--- src/rtl/codificador_hamming_tx.sv ---
// Extended-Hamming (8,4) SECDED encoder with a UART-style serial transmitter.
// Accepts a nibble over a valid/ready handshake, holds the encoded word on
// palabra_8 and shifts it out LSB first between a start bit (0) and a stop
// bit (1), each bit held BIT_CICLOS clock cycles.
// Optional feature macro: INYECCION_ERROR_EN -- when defined, inyeccion_error
// is XORed into the word at acceptance; otherwise the port is ignored.
module codificador_hamming_tx #(
    parameter int unsigned BIT_CICLOS = 1
) (
    input  logic       clk,
    input  logic       rst,
    input  logic [3:0] dato_4,
    input  logic       dato_valido,
    input  logic [7:0] inyeccion_error,
    output logic       listo,
    output logic [7:0] palabra_8,
    output logic       tx_serial,
    output logic       fin
);

    localparam int unsigned CW = $clog2(BIT_CICLOS + 1);
    localparam logic [CW-1:0] CNT_MAX = CW'(BIT_CICLOS - 1);

    typedef enum logic [1:0] {StIdle, StInicio, StDatos, StParada} estado_e;

    estado_e       estado_q, estado_d;
    logic [CW-1:0] cnt_q, cnt_d;
    logic [2:0]    bit_q, bit_d;
    logic [7:0]    palabra_q, palabra_d;
    logic          listo_q, listo_d;
    logic          tx_q, tx_d;
    logic          fin_q, fin_d;

    logic       w0, w1, w2, w3;
    logic       p0, p1, p2, g0;
    logic [7:0] codigo;
    logic [7:0] mascara;
    logic       aceptar;
    logic       fin_bit;
    logic [2:0] bit_sig;

    // Combinational encoder: word = {g0,w3,w2,w1,p2,w0,p1,p0}
    always_comb begin
        {w3, w2, w1, w0} = dato_4;
        p0     = w0 ^ w1 ^ w3;
        p1     = w0 ^ w2 ^ w3;
        p2     = w1 ^ w2 ^ w3;
        g0     = w3 ^ w2 ^ w1 ^ p2 ^ w0 ^ p1 ^ p0;
        codigo = {g0, w3, w2, w1, p2, w0, p1, p0};
    end

`ifdef INYECCION_ERROR_EN
    assign mascara = inyeccion_error;
`else
    // Port kept for a uniform interface; its value is deliberately dropped.
    logic unused_inyeccion;
    assign unused_inyeccion = ^inyeccion_error;
    assign mascara          = 8'h00;
`endif

    assign aceptar = dato_valido & listo_q;
    assign fin_bit = (cnt_q == CNT_MAX);
    assign bit_sig = bit_q + 3'd1;

    // State and datapath registers with synchronous reset
    always_ff @(posedge clk) begin
        if (rst) begin
            estado_q  <= StIdle;
            cnt_q     <= '0;
            bit_q     <= 3'd0;
            palabra_q <= 8'h00;
            listo_q   <= 1'b1;
            tx_q      <= 1'b1;
            fin_q     <= 1'b0;
        end else begin
            estado_q  <= estado_d;
            cnt_q     <= cnt_d;
            bit_q     <= bit_d;
            palabra_q <= palabra_d;
            listo_q   <= listo_d;
            tx_q      <= tx_d;
            fin_q     <= fin_d;
        end
    end

    // Next-state logic: each non-idle state advances when its bit time expires
    always_comb begin
        estado_d = estado_q;
        case (estado_q)
            StIdle:   if (aceptar) estado_d = StInicio;
            StInicio: if (fin_bit) estado_d = StDatos;
            StDatos:  if (fin_bit && (bit_q == 3'd7)) estado_d = StParada;
            StParada: if (fin_bit) estado_d = StIdle;
            default:  estado_d = StIdle;
        endcase
    end

    // Output and datapath next values; outputs are registered to keep the line glitch-free
    always_comb begin
        cnt_d     = fin_bit ? '0 : cnt_q + CW'(1);
        bit_d     = bit_q;
        palabra_d = palabra_q;
        listo_d   = listo_q;
        tx_d      = tx_q;
        fin_d     = 1'b0;
        case (estado_q)
            StIdle: begin
                cnt_d = '0;
                if (aceptar) begin
                    palabra_d = codigo ^ mascara;
                    listo_d   = 1'b0;
                    tx_d      = 1'b0;
                end
            end
            StInicio: begin
                if (fin_bit) begin
                    bit_d = 3'd0;
                    tx_d  = palabra_q[0];
                end
            end
            StDatos: begin
                if (fin_bit) begin
                    if (bit_q == 3'd7) begin
                        tx_d = 1'b1;
                    end else begin
                        bit_d = bit_sig;
                        tx_d  = palabra_q[bit_sig];
                    end
                end
            end
            StParada: begin
                if (fin_bit) begin
                    listo_d = 1'b1;
                    fin_d   = 1'b1;
                end
            end
            default: begin
                listo_d = 1'b1;
                tx_d    = 1'b1;
            end
        endcase
    end

    assign listo     = listo_q;
    assign palabra_8 = palabra_q;
    assign tx_serial = tx_q;
    assign fin       = fin_q;

endmodule

--- config.mk ---
export PLATFORM = sky130hd
export DESIGN_NAME = codificador_hamming_tx
export DESIGN_NICKNAME = d
export VERILOG_FILES = /design/src/rtl/codificador_hamming_tx.sv
export SDC_FILE = /design/constraint.sdc
export NUM_CORES = 1
export LEC_CHECK = 0
export CORE_MARGIN = 2
export CORE_UTILIZATION = 40
export CTS_CLUSTER_DIAMETER = 40
export DETAILED_ROUTE_END_ITERATION = 6
export PLACE_DENSITY = 0.69
export SYNTH_ARGS = -nofsm -noshare
export SYNTH_HDL_FRONTEND = slang
export SYNTH_SLANG_ARGS = --single-unit
export TNS_END_PERCENT = 50
--- constraint.sdc ---
create_clock -name clk -period 2.1 [get_ports clk]
set_input_delay 0.315 -clock clk [delete_from_list [all_inputs] [get_ports clk]]
set_output_delay 0.315 -clock clk [all_outputs]
set_load 0.01 [all_outputs]
---- Word-level counts from Yosys, hierarchy flattened ----
Cells that the tools add are included.
storage, ports and cells
  flip-flop bits (word level) ............. 17
  bits of input ports ..................... 15
  output and inout bits ................... 11
  logic and storage cells ................. 66
operators by class
  add/sub/neg operators ................... 2
  magnitude comparators ................... 1
  equal/unequal tests ..................... 10
  muxes and demuxes ....................... 19
  bitwise gates (word level) .............. 15
  reduce and logical (&&, ||, !) cells .... 12
operators by type and width
  kind                                                number
  inequality test 2 bit, second input constant        6
  AND reduction 4 bit                                 3
  bitwise XOR 1 bit                                   12
  two-way mux 3 bit                                   3
  two-way mux 2 bit                                   4
  case mux 2 bit (4 select lines)                     1
  two-way mux 1 bit                                   7
  case mux 3 bit (2 select lines)                     1
  == test 2 bit, second input constant                2
  < comparator 3 x 4 -> 1 bit, second input constant  1
  nonzero test 2 bit                                  2
  adder 3 x 1 -> 3 bit, second input constant         1
  binary-select mux 1 bit (select 3 bit)              1
  == test 3 bit, second input constant                1
  case mux 1 bit (3 select lines)                     1
  AND reduction 3 bit                                 1
  nonzero test 3 bit                                  1
  OR reduction 3 bit                                  1
  == test 2 x 1 -> 1 bit, second input constant       1
  zero test 2 bit                                     1
  NOT 1 bit                                           2
  case mux 1 bit (2 select lines)                     1
  AND reduction 2 bit                                 1
  OR reduction 2 bit                                  1
  other kinds (3)                                     3

---- Longest topological paths before layout ----
Gate-level depths: netlist of run 1.
  depth in word-level cells ............... 6
  mapped depth ............................ 7
  depth with buffers taken out ............ 6

---- Least setup slack after synthesis of run 1 ----
OpenSTA, ideal clock, no wires.
  path kind ............................... register -> register
  start ................................... reg estado_q[0]
  end ..................................... reg estado_q[1]
  library setup time ...................... 0.070 ns
  arrival time ............................ 1.558 ns
  required time ........................... 2.030 ns
  setup slack ............................. 0.472 ns
  stages on the path, launching flop included .. 7
  path buffers ............................ 1
  period minus slack after synthesis ...... 1.628 ns
  cells stage by stage .................... dfxtp_1 inv_1 ha_1 buf_6 o32a_4 or3b_1 a21oi_1
between the ends
  longest elaborated chain between the ends .. 3
  elaborated cells between the ends (all ways) .. 10
  those cells by class .................... eq/ne (7); mux (1); reduce/logical (2)
RTL lines
  item                                   line  text
  from (decl)                            26    estado_e estado_q, estado_d;
  from (signal assigned)                 68    estado_q <= StIdle;
  from (signal assigned)                 76    estado_q <= estado_d;
  == test 2 bit (tied with other cells)  89    case (estado_q)
  inequality test 2 bit (no line)        --
  AND reduction 4 bit (no line)          --
Parallel ways exist; a longest one is shown, timed or not.
A chain may end at the register's enable or synchronous reset.

---- Worst setup path after layout of run 1 ----
  start ................................... reg estado_q[0]
  end ..................................... reg tx_q (netlist: tx_serial)
between the ends
  longest elaborated chain between the ends .. 3
  elaborated cells between the ends (all ways) .. 9
  those cells by class .................... eq/ne (5); mux (1); reduce/logical (3)
RTL lines
  item                                                                          line  text
  == test 2 bit (tied with other cells)                                         106   case (estado_q)
  inequality test 2 bit (no line) / nonzero test 3 bit (equally long branches)  --
  AND reduction 4 bit (no line)                                                 --
  to (signal assigned)                                                          81    tx_q <= tx_d;
  to (decl)                                                                     31    logic tx_q, tx_d;
Parallel ways exist; a longest one is shown, timed or not.

==> results of run 1 <==
-- per-layer routing --
layer  up-vias  routed length (µm)  track usage, %
met3         5                  73            2.59
met5         -                   0               0
met4         0                  31            7.89
met2        19                 840            25.3
met1       370                 898            19.5
li1        396                   -               -
-- registers in the layout, indices dropped and copies added (netlist names) --
register and cells:
listo 1, bit_q 3, fin 1, estado_q 2, tx_serial 1, cnt_q 1, palabra_8 8
-- critical path: cells and delay by family (launching register included) --
family	cells	cell delay, ns
AND/OR/NAND/NOR	1	0.29
flip-flops	1	0.40
adder cells (fa/ha/maj)	1	0.33
multiplexers	1	0.23
buffers and inverters	1	0.09
AO/OA/AOI/OAI	2	0.32
-- power groups by stage --
stage / combinational [mW] / clock [mW] / sequential (mW)
after floorplan: 0.349 / 0 / 0.457
after global placement: 0.509 / 0 / 0.445
after detailed placement: 0.517 / 0 / 0.448
after CTS: 0.520 / 0.187 / 0.441
after global routing: 0.581 / 0.201 / 0.453
final: 0.520 / 0.182 / 0.442
-- final timing paths --
kind | end | slack (ns) | cells after the start
max | tx_serial | 0.32 | 6
min | bit_q[2] | 0.47 | 2
max reg2reg | tx_serial | 0.32 | 6
min reg2reg | bit_q[2] | 0.47 | 2
-- area by class of cell --
class                           instances  share of cell area (%)
Multi-Input combinational cell         79                    48.3
Sequential cell                        17                    29.8
Timing Repair Buffer                   18                    15.6
Tap cell                               28                    3.07
Clock buffer                            4                    2.30
Inverter                                3                   0.986
-- logic make-up after synthesis --
group / count (synthesis)
and+or+nand+nor: 36
AOI/OAI and AO/OA: 24
DFF: 17
adders and majority gates: 7
buffers and inverters: 7
xor gates and xnor gates: 6
muxes: 5
other: 1
-- stage by stage --
stage / cells / cell area (µm²) / power [mW] / hold WS (ns)
after CTS: 149 / 1140 / 1.15 / 0.472
after global routing: 149 / 1140 / 1.23 / 0.504
final: 149 / 1140 / 1.14 / 0.470
after global placement: 145 / 1120 / 0.954 / 0.447
after floorplan: 103 / 926 / 0.806 / 0.384
after detailed placement: 145 / 1120 / 0.965 / 0.456
-- placed cells by master, fill, tap and decap left out, types with 2 or more instances in the layout --
master           synthesis  routed
nand4b_1                 2       2
inv_1                    3       3
nand3b_1                 2       2
nor2b_1                  2       2
mux2i_1                  4       4
xnor2_1                  6       6
ha_1                     7       7
dfxtp_1                 17      17
nand2_1                 19      19
clkdlybuf4s50_1          0      17
clkbuf_4                 0       3
nor2_1                   2       2
o21ai_1                  2       2
nand3_1                  2       2
a21oi_1                 12      12
==> qor.yml, run 1 <==
status: "finished, final reports clean"
cts_tree: "yes"
fmax_mhz: 561
worst_slack_ns: 0.317
intPower_mw: 0.722
dieHeight_um: 52.1
yosysUniqueCellTypes: 34
p_sw_share_pct: 36.8
drc_errors: 0
initial_core_util_pct: 42.3
ios: 26
yosysTopAreaCell: "dfxtp_1"
p_leak_nw: 0.422
drt_iter0_drc: 15
post_cts_buffers: 0
worstSetupStartpoint: "estado_q[0]"
track_usage_pct: 15.5
cts_sinks: 17
vias: 790
period_share_pct: 84.9
synth-edff-count: 0
die_x_um: 52.1
fp-row-count: 17
cp-end-kind: "register"
tightest_slew_ns: 0.546
cts_buffers: 3
yosysMostFrequentCell: "nand2_1"
io_buffer_count: 17
num_antenna_cells: 0
wl_mm: 1.84
p_per_area_mw_per_mm2: 1000
htree_levels: 1
grt_max_degree: 15
grt_setup_unrepaired: "false"
fillers: 217
ant_nets: 0
grt_first_pass_wirelength_mm: 3.18
setup_viol_count_final: 0
cts_resized: 0
dp_hpwl_mm: 1.37
path_clk_slew_ns: 0.10
cts-root-buf: "clkbuf_4"
synth.top_cell.area_share_pct: 36.8
path_max_fanout: 10
pwr-share-seq_pct: 38.6
die-area_mm2: 0.00272
max-clock-path-buffers: 2
slowest_stage: "dfxtp_1"
drv_slew: 0
hold_path.class: "reg2reg"
synth_fa_ha_area_share_pct: 9.46
multi_input_area_um2: 552
rr_startpoint: "estado_q[0]"
cap_violations: 0
ir_drop_uv: 641
coreArea_mm2: 0.00219
clkPwrFrac_pct: 15.9
drive_gt1_share_pct: 5.79
slowest_delay_ns: 0.40
place_ws_ns: 0.342
skew_ns: 0.000721
final_core_util_pct: 52.1
ys_seq_area_share_pct: 36.8
syn-instance-count: 103
clk_latency_ns: 0.30
grt-ovfl-total: 0
syn2layout_area_growth_pct: 23.4
cp.required_ns: 2.28
synth-warning-count: 0
hold_viol_final: 0
crit_chain: "inv_1, ha_1, o21a_1, nor3_1, mux2i_1, o211ai_1"
wire_per_inst_um: 12.4
syn_area_um2: 926
maxSlewHeadroom_pct: 63.5
synth_compound_area_share_pct: 18.0
ys_seq_elements: 17
avgSynthCellArea_um2: 8.99
yosys.area_share.simple_pct: 20.5
tns_ns: 0
synth-xor-area-share_pct: 5.68
regArea_um2: 340
synth_top_family_by_area: "simple AND/OR/NAND/NOR gates"
nNetsFinal: 144
p_sw_mw: 0.421
dr.pass1.iters: 4
worstPathArrival_ns: 1.96
vias_per_cell: 5.30
grt_pass1_vias: 748
crit_path_start_kind: "register"
ys.flop_type: "dfxtp_1"
globalplace.congestion: 0.748
synth_area_leaders: "dfxtp_1 37%, ha_1 9.5%, nand2_1 7.7%"
async_reset_ff_share_pct: 0
synthTopCellsByCount: "19 x nand2_1, 17 x dfxtp_1, 12 x a21oi_1"
hold_buffers: 0
antenna_found_initial: 0
timing_worst_setup_path_type: "reg2reg"
pwr-share-comb_pct: 45.5
syn_nets: 125
hold_start: "bit_q[2]"
period_needed_ns: 1.78
muxShareOfSynthArea_pct: 5.54
Power figures use the tool's default switching activity.
==> run 2, diff against run 1 <==
--- a/config.mk
+++ b/config.mk
@@ -9,7 +9,7 @@
 export CORE_UTILIZATION = 40
 export CTS_CLUSTER_DIAMETER = 40
 export DETAILED_ROUTE_END_ITERATION = 6
-export PLACE_DENSITY = 0.69
+export PLACE_DENSITY = 0.71
 export SYNTH_ARGS = -nofsm -noshare
 export SYNTH_HDL_FRONTEND = slang
 export SYNTH_SLANG_ARGS = --single-unit
==> constraint.sdc (replaced) <==
create_clock -name clk -period 1.5 [get_ports clk]
set_input_delay 0.225 -clock clk [delete_from_list [all_inputs] [get_ports clk]]
set_output_delay 0.225 -clock clk [all_outputs]
set_load 0.01 [all_outputs]
==> run 2 against run 1 <==
The flow now finishes with violations (setup timing). Setup slack lost 0.36 ns. Cell area grew 18%. First-iteration DRC count increased by 53%. Non-clock buffer count is 16 higher. Largest power group unchanged. Sequential share of layout area shrank 3.8 points. Total power up 68%. Worst hold slack better by 0.00099 ns. Sequential power increased by 49%. Critical path depth fell by 1. Largest cell class unchanged.
==> qor.yml, run 2 (synthesized netlist as in run 1, its figures left out) <==
hold_path.class: "reg2reg"
timing_worst_setup_path_type: "reg2reg"
drive_gt1_share_pct: 28.5  # +23 points
cp_num_buf_inv: 1  # unchanged
final_cells: 165  # +11%
antenna_found_initial: 0  # unchanged
ant_nets: 0  # unchanged
clkPwrFrac_pct: 12.6  # -3.3 points
p_total_mw: 1.92  # +68%
num_antenna_cells: 0  # unchanged
r2r_end: "estado_q[1]"
die-area_mm2: 0.00272  # unchanged
dr.pass1.iters: 4  # unchanged
globalplace.congestion: 0.796  # +6.4%
hold_slack_ns: 0.471  # +0.000990 ns
fmax_mhz: 647  # +15%
drv_slew: 0  # unchanged
syn2layout_area_growth_pct: 46.1
skew_ns: 0.00519  # +0.00447 ns
multi_input_area_um2: 618  # +12%
min_delay_path_depth: 2  # unchanged
dp_hpwl_mm: 1.56  # +14%
regArea_um2: 352  # +3.3%
drt_iter0_drc: 23  # +8
p_per_area_mw_per_mm2: 1420  # +42%
htree_levels: 1  # unchanged
pwr-share-seq_pct: 34.3  # -4.3 points
vias_per_cell: 5.21  # -1.7%
ios: 26  # unchanged
nNetsFinal: 160  # +11%
cts-root-buf: "clkbuf_4"
status: "finished with violations"
clk_latency_ns: 0.29  # about the same
pwr-share-comb_pct: 53.1  # +7.6 points
grt_setup_unrepaired: "true"
period_needed_ns: 1.55  # -0.238 ns
intPower_mw: 1.23  # +70%
grt-ovfl-total: 0  # unchanged
die_x_um: 52.1  # unchanged
cp-end-kind: "register"
largest_reg_flops: 8  # unchanged
final_core_util_pct: 61.7  # +9.6 points
cts_tree: "yes"
vias: 860  # +8.9%
grt_max_degree: 11  # -4
initial_core_util_pct: 42.3  # unchanged
grt_pass1_vias: 828  # +11%
fillers: 190  # -12%
grt_first_pass_wirelength_mm: 3.68  # +16%
layout_common_cells: "19 x nand2_1, 17 x clkdlybuf4s50_1, 16 x buf_4, 12 x a21oi_1, 12 x dfxtp_1"
period_share_pct: 103  # +18 points
place_inst: 159  # +9.7%
io_buffer_count: 17  # unchanged
reg2regPathDepth: 5  # -1
cts_sinks: 17  # unchanged
cp.required_ns: 1.71  # -0.57 ns
hold_viol_final: 0  # unchanged
max-clock-path-buffers: 2  # unchanged
path_max_fanout: 4  # -6
wl_mm: 2.17  # +18%
violations: "setup timing"
path_clk_slew_ns: 0.10  # about the same
drc_errors: 0  # unchanged
worst_slack_ns: -0.0451  # -0.362 ns
worstPathArrival_ns: 1.76  # -0.20 ns
slowest_stage: "dfxtp_4"
p_sw_mw: 0.697  # +66%
cts_buffers: 3  # unchanged
p_sw_share_pct: 36.3  # -0.58 points
track_usage_pct: 18.0  # +2.5 points
crit_path_start_kind: "register"
wire_per_inst_um: 13.1  # +6.1%
final_common_cell: "nand2_1"
r2r_setup_slack_ns: -0.05  # -0.36 ns
dieHeight_um: 52.1  # unchanged
ir_drop_uv: 957  # +49%
setup_viol_count_final: 1  # +1
slowest_delay_ns: 0.38  # -0.02 ns
cap_violations: 0  # unchanged
p_leak_nw: 0.507  # +20%
coreArea_mm2: 0.00219  # unchanged
rr_startpoint: "estado_q[1]"
hold_end: "bit_q[2]"
hold_start: "bit_q[2]"
fp-row-count: 17  # unchanged
cpLargestDelayFamily: "compound AO/OA/AOI/OAI gates"
crit_chain: "buf_6, ha_4, o32a_4, or3b_1, a21oi_1"
-- run 2: changes by cell type in the layout (fill, tap and decap cells not counted), sizes merged --
cell	previous run	this run
buf	1	17
clkbuf	4	3
clkinv	0	1
-- run 2: power groups by stage --
stage                     clock [mW]  combinational [mW]  sequential, mW
after CTS                      0.248               0.969           0.650
after global placement             0               0.836           0.626
after detailed placement           0               0.859           0.625
after global routing           0.270                1.11           0.672
final                          0.242                1.02           0.660
after floorplan                    0               0.491           0.644
-- run 2: how the worst max path moves through the flow --
stage,startpoint,end,slack (ns),cells past startpoint
4_1_cts,estado_q[1],estado_q[1],-0.04,5
3_5_place_dp,estado_q[1],tx_serial,-0.14,6
5_1_grt,estado_q[1],estado_q[1],-0.09,6
6_report,estado_q[1],estado_q[1],-0.05,5
2_1_floorplan,estado_q[0],estado_q[1],-0.06,7
3_3_place_gp,estado_q[1],tx_serial,-0.06,6
-- run 2: metrics by stage --
stage                     area [µm²]  worst slack (ns)  setup TNS [ns]
after floorplan                  930           -0.0566         -0.0648
after global placement          1220           -0.0574          -0.145
after detailed placement        1220            -0.139          -0.268
after CTS                       1330           -0.0435         -0.0435
after global routing            1350           -0.0854          -0.179
final                           1350           -0.0451         -0.0451
-- run 2: worst min-delay path: cells and delay by family (launching register included) --
kind	cells	cell delay (ns)
flops	1	0.33
compound gates	1	0.05
simple gates	1	0.06
-- run 2: metal layers --
metal  wire [µm]  vias up  track usage [%]
met4          30        0             7.46
met5           0        -                0
met1        1050      407             23.3
li1            -      431                -
met3          63        4             2.59
met2        1020       18             29.7
-- run 2: final cells by class --
class / instances / share of cell area, %
inverters: 3 / 1.39
multi-input cells: 79 / 45.7
clock inverters: 1 / 0.370
well taps: 28 / 2.59
flip-flops and latches: 17 / 26.0
repair buffers: 34 / 22.3
clock buffers: 3 / 1.67
-- run 2: repair_timing --
action / CTS / global route
pin swaps: 4 / 6
hold buffers: 0 / 0
resized for setup: 17 / 5
setup endpoints to repair: 4 / 7
endpoints found under the hold margin: 0 / 0
buffers inserted: 1 / 2
